[src/rtl/scan_decoder_pkg.sv]
// Shared definitions for the scan_decoder block.
// Holds the FSM state type and the mode select encodings used by the top.
// ST_BLANK is always declared. It is only reached when SCAN_DECODER_BLANK_EN is defined.
package scan_decoder_pkg;

  typedef enum logic [1:0] {
    ST_IDLE   = 2'd0,
    ST_DIRECT = 2'd1,
    ST_SCAN   = 2'd2,
    ST_BLANK  = 2'd3
  } state_e;

  localparam logic MODE_DIRECT = 1'b0;
  localparam logic MODE_SCAN   = 1'b1;

endpackage

[src/rtl/scan_decoder_onehot_dec.sv]
// onehot_dec: combinational SEL_W -> 2**SEL_W one-hot decoder with enable.
// Ports:
//   en  - 1 selects line `sel`; 0 drives all lines inactive
//   sel - line index to activate
//   out - decoded lines; active level is OUT_POL, inactive level is ~OUT_POL
module onehot_dec #(
  parameter int unsigned SEL_W   = 2,
  parameter bit          OUT_POL = 1'b1
) (
  input  logic                  en,
  input  logic [SEL_W-1:0]      sel,
  output logic [2**SEL_W-1:0]   out
);

  localparam int unsigned NOUT = 2**SEL_W;

  always_comb begin
    out = OUT_POL ? '0 : '1;
    for (int unsigned i = 0; i < NOUT; i++) begin
      if (en && (sel == SEL_W'(i))) begin
        out[i] = OUT_POL;
      end
    end
  end

endmodule

[src/rtl/scan_decoder.sv]
// scan_decoder: registered N-to-2^N one-hot decoder with enable and a
// self-timed scan mode that steps through every line with a programmable dwell.
// Ports:
//   clk   - clock; all state updates on the rising edge
//   rst   - synchronous active-high reset; overrides every other input
//   en    - 0 forces all outputs inactive (IDLE)
//   mode  - 0 = DIRECT (decode sel), 1 = SCAN (internal index)
//   sel   - line to activate in DIRECT mode
//   dwell - cycles per scan step minus 1; sampled every cycle
//   out   - registered one-hot lines, polarity set by OUT_POL
//   idx   - index of the currently or last active line
//   step  - one-cycle pulse when the scan index advances
//   wrap  - one-cycle pulse when the scan index wraps from NOUT-1 to 0
// Build option: define SCAN_DECODER_BLANK_EN to insert one all-inactive
// BLANK cycle on every scan advance.
module scan_decoder
  import scan_decoder_pkg::*;
#(
  parameter int unsigned SEL_W   = 2,
  parameter int unsigned DWELL_W = 8,
  parameter bit          OUT_POL = 1'b1
) (
  input  logic                 clk,
  input  logic                 rst,
  input  logic                 en,
  input  logic                 mode,
  input  logic [SEL_W-1:0]     sel,
  input  logic [DWELL_W-1:0]   dwell,
  output logic [2**SEL_W-1:0]  out,
  output logic [SEL_W-1:0]     idx,
  output logic                 step,
  output logic                 wrap
);

  localparam int unsigned NOUT = 2**SEL_W;

  state_e               state_q, state_d;
  logic [NOUT-1:0]      out_q, out_d;
  logic [SEL_W-1:0]     idx_q, idx_d;
  logic [DWELL_W-1:0]   cnt_q, cnt_d;
  logic                 step_q, step_d;
  logic                 wrap_q, wrap_d;
  logic                 dec_en;

  // The decoder always looks at the next index. Each state only has to
  // decide whether a line is shown in the next cycle.
  always_comb begin
    state_d = state_q;
    idx_d   = idx_q;
    cnt_d   = '0;
    step_d  = 1'b0;
    wrap_d  = 1'b0;
    dec_en  = 1'b0;

    if (!en) begin
      state_d = ST_IDLE;
    end else if (mode == MODE_DIRECT) begin
      state_d = ST_DIRECT;
      idx_d   = sel;
      dec_en  = 1'b1;
    end else begin
      state_d = ST_SCAN;
      dec_en  = 1'b1;
      if (state_q == ST_SCAN) begin
        if (cnt_q >= dwell) begin
          idx_d  = idx_q + SEL_W'(1);
          step_d = 1'b1;
          wrap_d = (idx_q == '1);
`ifdef SCAN_DECODER_BLANK_EN
          state_d = ST_BLANK;
          dec_en  = 1'b0;
`endif
        end else begin
          cnt_d = cnt_q + DWELL_W'(1);
        end
`ifdef SCAN_DECODER_BLANK_EN
      end else if (state_q == ST_BLANK) begin
        // The index already advanced on entry to BLANK. Show it now, with
        // cnt restarting at 0.
        idx_d = idx_q;
`endif
      end else begin
        idx_d = '0;
      end
    end
  end

  onehot_dec #(
    .SEL_W   (SEL_W),
    .OUT_POL (OUT_POL)
  ) u_dec (
    .en  (dec_en),
    .sel (idx_d),
    .out (out_d)
  );

  always_ff @(posedge clk) begin
    if (rst) begin
      state_q <= ST_IDLE;
      out_q   <= OUT_POL ? '0 : '1;
      idx_q   <= '0;
      cnt_q   <= '0;
      step_q  <= 1'b0;
      wrap_q  <= 1'b0;
    end else begin
      state_q <= state_d;
      out_q   <= out_d;
      idx_q   <= idx_d;
      cnt_q   <= cnt_d;
      step_q  <= step_d;
      wrap_q  <= wrap_d;
    end
  end

  assign out  = out_q;
  assign idx  = idx_q;
  assign step = step_q;
  assign wrap = wrap_q;

endmodule

[config.mk]
export PLATFORM = sky130hd
export DESIGN_NAME = scan_decoder
export DESIGN_NICKNAME = d
export VERILOG_FILES = /design/src/rtl/scan_decoder_pkg.sv /design/src/rtl/scan_decoder_onehot_dec.sv /design/src/rtl/scan_decoder.sv
export SDC_FILE = /design/constraint.sdc
export NUM_CORES = 1
export LEC_CHECK = 0
export BUFFER_PORTS_ARGS = -buffer_cell sky130_fd_sc_hd__buf_2
export CAP_MARGIN = 5
export CELL_PAD_IN_SITES_DETAIL_PLACEMENT = 0
export CELL_PAD_IN_SITES_GLOBAL_PLACEMENT = 2
export CORE_ASPECT_RATIO = 1.2
export CORE_MARGIN = 3
export CORE_UTILIZATION = 25
export DETAILED_ROUTE_END_ITERATION = 8
export PLACE_DENSITY = 0.68
export SYNTH_ARGS = -nofsm -noshare
export SYNTH_HDL_FRONTEND = slang
export SYNTH_SLANG_ARGS = --single-unit
[constraint.sdc]
create_clock -name clk -period 2.6 [get_ports clk]
set_clock_uncertainty 0.2 [all_clocks]
set_input_delay 0.26 -clock clk [delete_from_list [all_inputs] [get_ports clk]]
set_output_delay 0.26 -clock clk [all_outputs]
set_load 0.05 [all_outputs]
; Word-level counts from Yosys, hierarchy flattened
; Cells that the tools add are included.
[totals]
reg_bits = 18
latch_bits = 0
mem_bits_rw = 0
romBits = 0
input_bits = 14
out_inout_bits = 8
word_cells = 38
memories = 0
[classes]
add_sub_neg = 2
n_mul = 0
div_mod_pow = 0
n_lt_le_gt_ge = 1
n_eq_ne = 5
n_shift = 0
muxes = 11
n_bitwise = 4
reduce_logical = 9
[ops]
columns = operator, count
row1 = 2-bit two-way mux, 5
row2 = 5-bit OR reduction, 2
row3 = "8-bit by 1-bit adder with 8-bit output, second input constant", 1
row4 = "2-bit equality test, second input constant", 4
row5 = 8-bit >= comparator, 1
row6 = 1-bit two-way mux, 6
row7 = 1-bit logical AND, 4
row8 = 1-bit inverter, 4
row9 = 4-bit OR reduction, 1
row10 = "2-bit by 1-bit adder with 2-bit output, second input constant", 1
row11 = "2-bit by 1-bit equality test with 1-bit output, second input constant", 1
row12 = 2-bit zero test, 1
row13 = 2-bit OR reduction, 1

; Longest topological paths before layout
; Gate-level depths: netlist (run 1).
[logic_depth]
ltp_word = 8
mapped_depth = 7
mapped_depth_nobuf = 7

; Modules after synthesis
; A second synthesis (run 1) with hierarchy kept.
[hier_totals]
cells_unflattened = 100
hier_area_um2 = 932.1
[modules_own_cells]
columns = module, n_inst, cells_each, area_each_um2, seq_area_each_um2
row1 = scan_decoder, 1, 96, 894.6, 360.3
row2 = onehot_dec, 1, 4, 37.5, 0.0

; Worst setup path after synthesis (run 1)
; Ideal clock, no wire load.
[synth_timing]
path_kind = register to register
startpoint = register cnt_q[2]
endpoint = register out_q[1] (netlist: out[1])
setup_ns = 0.100
arrival_time_ns = 1.893
required_time_ns = 2.300
path_slack_ns = 0.407
stages_incl_launch_ff = 7
n_path_buf = 0
synth_period_minus_slack_ns = 2.193
cell_sequence = dfxtp_1 ha_1 a211oi_2 o21ai_2 a21oi_2 mux2_4 a2111oi_4
[synth_via]
elab_chain_cells = 8
[synth_lines]
columns = item, line
row1 = "start, declared", scan_decoder.sv:40  ; logic [DWELL_W-1:0] cnt_q, cnt_d;
row2 = "start signal, assigned", scan_decoder.sv:109  ; cnt_q <= cnt_d;
row3 = 8-bit >= comparator, scan_decoder.sv:65  ; if (cnt_q >= dwell) begin
row4 = 2-bit two-way mux, scan_decoder.sv:65
row5 = 2-bit two-way mux, scan_decoder.sv:64  ; if (state_q == ST_SCAN) begin
row6 = 2-bit two-way mux, scan_decoder.sv:57  ; end else if (mode == MODE_DIRECT) begin
row7 = 2-bit two-way mux, scan_decoder.sv:55  ; if (!en) begin
row8 = 2-bit by 1-bit equality test with 1-bit output, scan_decoder_onehot_dec.sv:20  ; if (en && (sel == SEL_W'(i))) begin
row9 = 1-bit logical AND, scan_decoder_onehot_dec.sv:20
row10 = 1-bit two-way mux, scan_decoder_onehot_dec.sv:20
row11 = "end signal, assigned", scan_decoder.sv:100  ; out_q <= OUT_POL ? '0 : '1;
row12 = "end signal, assigned", scan_decoder.sv:107  ; out_q <= out_d;
row13 = "end, declared", scan_decoder.sv:38  ; logic [NOUT-1:0] out_q, out_d;
; No other way between the ends.
; A chain may end at the register's enable or synchronous reset.

; Worst setup path after layout (run 1)
; Ends and elaborated chain as after synthesis.

==> flow_summary.toml, run 1 <==
[outcome]
status = "completed"

[global_route]
grt_pass1_vias = 783
antenna_found_initial = 0
grtUsageTotal_pct = 8.98
grt_max_degree = 10
grt_pass1_wl_mm = 3.31
grt_overflow_total = 0

[synthesis]
syn_inst = 101
synthesis.area_sq_um = 985
syn_area_per_cell_sq_um = 9.75
synth_top_area_share_pct = 36.6
synthTopCellsByArea = "dfxtp_1 (37%), ha_1 (13%), a2111oi_4 (5.6%)"
ys_ff_latch = 18
yosysWarnings = 0
syn_nets = 125
ys_seq_area_share_pct = 36.6
synth_top_area_cell = "dfxtp_1"
post_synth_num_cell_types = 29

[place]
place_ws_ns = 0.370
place_congestion = 0.763
numPortBuffers = 21
dp_hpwl_mm = 1.57

[routing]
drtIter0Drc = 16
routedWlPerCell_um = 10.5
via_per_inst = 4.27
route.detailed.drc = 0
first_pass_iters = 4
num_vias = 764
routed_wirelength_mm = 1.89
drtAntennaViolNets = 0

[power]
p_sw_share_pct = 23.3
p_leak_nw = 0.563
ir_drop_mv = 0.210
p_clk_share_pct = 35.1
switchingPower_mw = 0.124
pwr_density_cell_mw_per_mm2 = 437
p_seq_share_pct = 53.3
combPwrFrac_pct = 11.6
p_int_mw = 0.407

[clock_tree]
cts_tree = "yes"
clk_pin_slew_ns = 0.06
cts_buffers = 3
clock_latency_ns = 0.25
cts_setup_buffers = 0
cts_buffer_depth = 2
htree_num_levels = 1
clock-sinks = 18
clockRootBuffer = "clkbuf_8"

[sta]
slew_headroom_pct = 76.6
grt_setup_unrepaired = "no"
fin_crit_sh_pct = 84.2
slew_violations = 0
fmax_mhz = 457
min_period_ns = 2.19
timing.final.ws_setup_ns = 0.410
setup_viol = 0
final_hold_viol_count = 0
finalSetupTns_ns = 0
tightest_slew_ns = 0.350

[worst_setup_path]
arrival_ns = 2.14
required_ns = 2.55
endpoint_kind = "register"
crit_fanout = 5
start_kind = "register"
crit_type = "reg2reg"

[final_layout]
layout_commonest_cell = "buf_2"
fillers = 436
final_cell_mix = "buf_2 (21), dfxtp_1 (18), nor2_1 (13), inv_1 (10), ha_1 (10)"
nNetsFinal = 153
drive_above_1_share_pct = 29.9
area_delta_synth_final_pct = 23.3
register_area_sq_um = 360
final_util_pct = 32.6
insertedDiodeCount = 0
multi_input_area_sq_um = 587

[floorplanning]
die-area_sq_mm = 0.00473
rows = 24
start_util_pct = 26.4
coreArea_sq_mm = 0.00372
die_y_um = 74.8
die_x_um = 63.3
num_io_pins = 22

[job]
maxCapViolCount = 0

[hold_path]
hp-class = "in2reg"
==> critical path: stages (launching register included) <==
cell and delay [ns]:
dfxtp_1 0.39, ha_1 0.28, a211oi_2 0.25, o21ai_2 0.13, a2111oi_4 0.43, a211oi_4 0.11
a2111oi_4 0.31
==> power by group through the flow <==
stage / logic [mW] / registers (mW) / clock network, mW
after floorplan: 0.0305 / 0.299 / 0
after global placement: 0.0608 / 0.289 / 0
after detailed placement: 0.0617 / 0.289 / 0
after CTS: 0.0630 / 0.283 / 0.199
after global routing: 0.0690 / 0.283 / 0.213
final: 0.0618 / 0.283 / 0.186
==> synth_stat cells (all sizes together) <==
| cell type | n |
|---|---|
| nor3 | 2 |
| a31o | 1 |
| xnor2 | 3 |
| nand3b | 2 |
| o21ai | 5 |
| a211oi | 2 |
| mux2 | 2 |
| mux2i | 1 |
| nor2b | 2 |
| inv | 10 |
| a2111oi | 2 |
| nand3 | 4 |
| o211a | 1 |
| and3b | 1 |
| nand2b | 1 |
| a21o | 1 |
| a21boi | 1 |
| nor2 | 13 |
| nand2 | 7 |
| a21oi | 4 |
| ha | 10 |
| xor2 | 3 |
| dfxtp | 18 |
| and3 | 5 |
==> area by class of cell <==
cell class	instances	area share (%)
tap	52	5.36
sequential	18	29.7
clock buffer	3	3.40
inverter	10	3.09
timing repair buffer	23	10.1
multi-input combinational	73	48.4
==> registers in the layout, indices dropped and copies added (netlist names) <==
name	count
cnt_q	8
out	4
idx	2
state_q	2
step	1
wrap	1
==> per-stage QoR <==
stage | hold WS, ns | instance area (sq um) | power, mW | cells
floorplan | 0.132 | 985 | 0.330 | 101
global placement | 0.252 | 1160 | 0.350 | 175
detailed placement | 0.248 | 1160 | 0.350 | 175
CTS | 0.0212 | 1210 | 0.544 | 179
global route | 0.0410 | 1210 | 0.565 | 179
finish | 0.0273 | 1210 | 0.531 | 179
==> repair_timing <==
action                                 4_1_cts  5_1_grt
endpoints found under the hold margin        1        0
hold buffers                                 1        0
gates resized for setup                      0        0
==> path summary, 6_finish.rpt <==
kind / start / end / slack (ns) / cells after the start
max: cnt_q[2] / out[1] / 0.41 / 6
min: mode / state_q[0] / 0.03 / 2
max reg2reg: cnt_q[2] / out[1] / 0.41 / 6
min reg2reg: cnt_q[0] / cnt_q[0] / 0.27 / 1
==> metal layers <==
metal / GRT usage (%) / share of wire, %
met1: 9.98 / 43
met2: 15.8 / 52
met3: 2.39 / 4.4
met4: 5.04 / 0.80
met5: 0 / 0
==> cell families after synthesis <==
group,share of synthesized area [%]
xor gates and xnor gates,5.34
and+or+nand+nor,19.3
muxes,3.68
AOI/OAI and AO/OA,18.6
adders and majority gates,12.7
DFF,36.6
buffers and inverters,3.81
No activity file was read; power rests on OpenSTA's default activity.
==> run 2, diff against run 1 <==
==> constraint.sdc (replaced) <==
create_clock -name clk -period 2.3 [get_ports clk]
set_clock_uncertainty 0.2 [all_clocks]
set_input_delay 0.23 -clock clk [delete_from_list [all_inputs] [get_ports clk]]
set_output_delay 0.23 -clock clk [all_outputs]
set_load 0.05 [all_outputs]
==> run 2 against run 1 <==
Clock-buffer cell count unchanged. Global-route usage grew 0.28 points. Flip-flop and latch count unchanged. Final area grew 0.82%. Largest power group unchanged.
==> flow_summary.toml, run 2 (same netlist as run 1, synthesis figures left out) <==
[outcome]
status = "completed"

[sta]
min_period_ns = 2.17
tightest_slew_ns = 0.337
fmax_mhz = 462
finalSetupTns_ns = 0
slew_violations = 0
final_hold_viol_count = 0
setup_viol = 0
grt_setup_unrepaired = "no"
slew_headroom_pct = 77.3
fin_crit_sh_pct = 94.2

[final_layout]
final_cell_mix = "buf_2 (21), dfxtp_1 (18), nor2_1 (13), inv_1 (10), ha_1 (10)"
nNetsFinal = 154
top_register = "cnt_q"
insertedDiodeCount = 0
area_delta_synth_final_pct = 24.3
largest_register_ffs = 8
fin_area_sq_mm = 0.00122
drive_above_1_share_pct = 29.7
layout_commonest_cell = "buf_2"

[place]
dpl_cell_area_sq_mm = 0.00116
place_congestion = 0.769
dp_hpwl_mm = 1.57
numPortBuffers = 21

[clock_tree]
ctsResizeCount = 0
cts_buffer_depth = 2
clockRootBuffer = "clkbuf_8"
clock_latency_ns = 0.24
cts_buffers = 3
htree_num_levels = 1
clock-sinks = 18
clk_pin_slew_ns = 0.06
cts_tree = "yes"

[floorplanning]
die_x_um = 63.3
coreArea_sq_mm = 0.00372
rows = 24
num_io_pins = 22
die_y_um = 74.8
die-area_sq_mm = 0.00473
start_util_pct = 26.4

[worst_setup_path]
path_buf_inv = 0
crit_type = "reg2reg"
critical-path-top-delay-family = "compound AO/OA/AOI/OAI gates"
reg2reg_from = "cnt_q[2]"
reg2reg_to = "out[1]"
required_ns = 2.25
arrival_ns = 2.11
crit_chain = "ha_1 > a211oi_2 > o21ai_2 > a2111oi_4 > a211oi_4 > a2111oi_4"
cp_slowest_stage_delay_ns = 0.42
cp_slowest_cell = "a2111oi_4"
cpMostUsedCell = "a2111oi_4"
start_kind = "register"
crit_fanout = 5
rr_worst_depth = 6
reg2reg_slack_ns = 0.13
endpoint_kind = "register"

[routing]
via_per_inst = 4.19
route.detailed.drc = 0
num_vias = 755
drtIter0Drc = 8
routedWlPerCell_um = 10.5
drtAntennaViolNets = 0
first_pass_iters = 4
routed_wirelength_mm = 1.89

[power]
p_leak_nw = 0.567
pwr_density_cell_mw_per_mm2 = 489
ir_drop_mv = 0.267

[hold_path]
hp-class = "in2reg"
holdCritStartpoint = "en"
min_path_cells = 2
hold_end = "state_q[1]"

[global_route]
grt_overflow_total = 0
grtUsageTotal_pct = 9.26
grt_pass1_wl_mm = 3.45
grt_max_degree = 10
grt_pass1_vias = 788
antenna_found_initial = 0

[job]
maxCapViolCount = 0
-- run 2: routing by layer --
layer	part of all wire [%]	GRT usage [%]
met5	0	0
met1	45	11.4
met4	0.79	5.04
met3	4.2	1.64
met2	49	15.6
-- run 2: metrics by stage --
stage	std cells	setup WS, ns	util (%)	hold WS, ns	total power [mW]
after global placement	175	0.167	31.2	0.216	0.395
after detailed placement	175	0.118	31.2	0.217	0.396
after CTS	180	0.112	32.9	0.112	0.610
after floorplan	101	0.107	-	0.102	0.373
final	180	0.133	32.9	0.112	0.598
after global routing	180	0.0204	32.9	0.138	0.636
-- run 2: final cells by class --
cell class              instances  area (sq um)
fillers                       406          2500
repair buffers                 24           133
clock buffers                   3          41.3
well taps                      52          65.1
inverters                      10          37.5
multi-input cells              73           587
flip-flops and latches         18           360
-- run 2: how the worst max path moves through the flow --
stage	startpoint	to	slack, ns	cells after the start
finish	cnt_q[2]	out[1]	0.13	6
global route	cnt_q[2]	out[3]	0.02	7
CTS	cnt_q[2]	out[1]	0.11	6
detailed placement	dwell[2]	out[1]	0.12	8
global placement	dwell[2]	out[1]	0.17	8
floorplan	cnt_q[2]	out[1]	0.11	6
-- run 2: what timing repair did --
item	4_1_cts	5_1_grt
hold endpoints to repair	2	0
hold buffers	2	0
setup buffers	0	0
-- run 2: worst reg2reg max path, cell delays in order (launching register included) --
cell	delay [ns]
dfxtp_1	0.38
ha_1	0.27
a211oi_2	0.24
o21ai_2	0.13
a2111oi_4	0.42
a211oi_4	0.11
a2111oi_4	0.33
-- run 2: report_power, final --
group	leakage [nW]	switching [mW]	internal, mW	total (mW)
Sequential	0.146	0.00302	0.317	0.320
Clock	0.0216	0.0916	0.116	0.208
Combinational	0.399	0.0427	0.0282	0.0709
Total	0.567	0.137	0.461	0.598
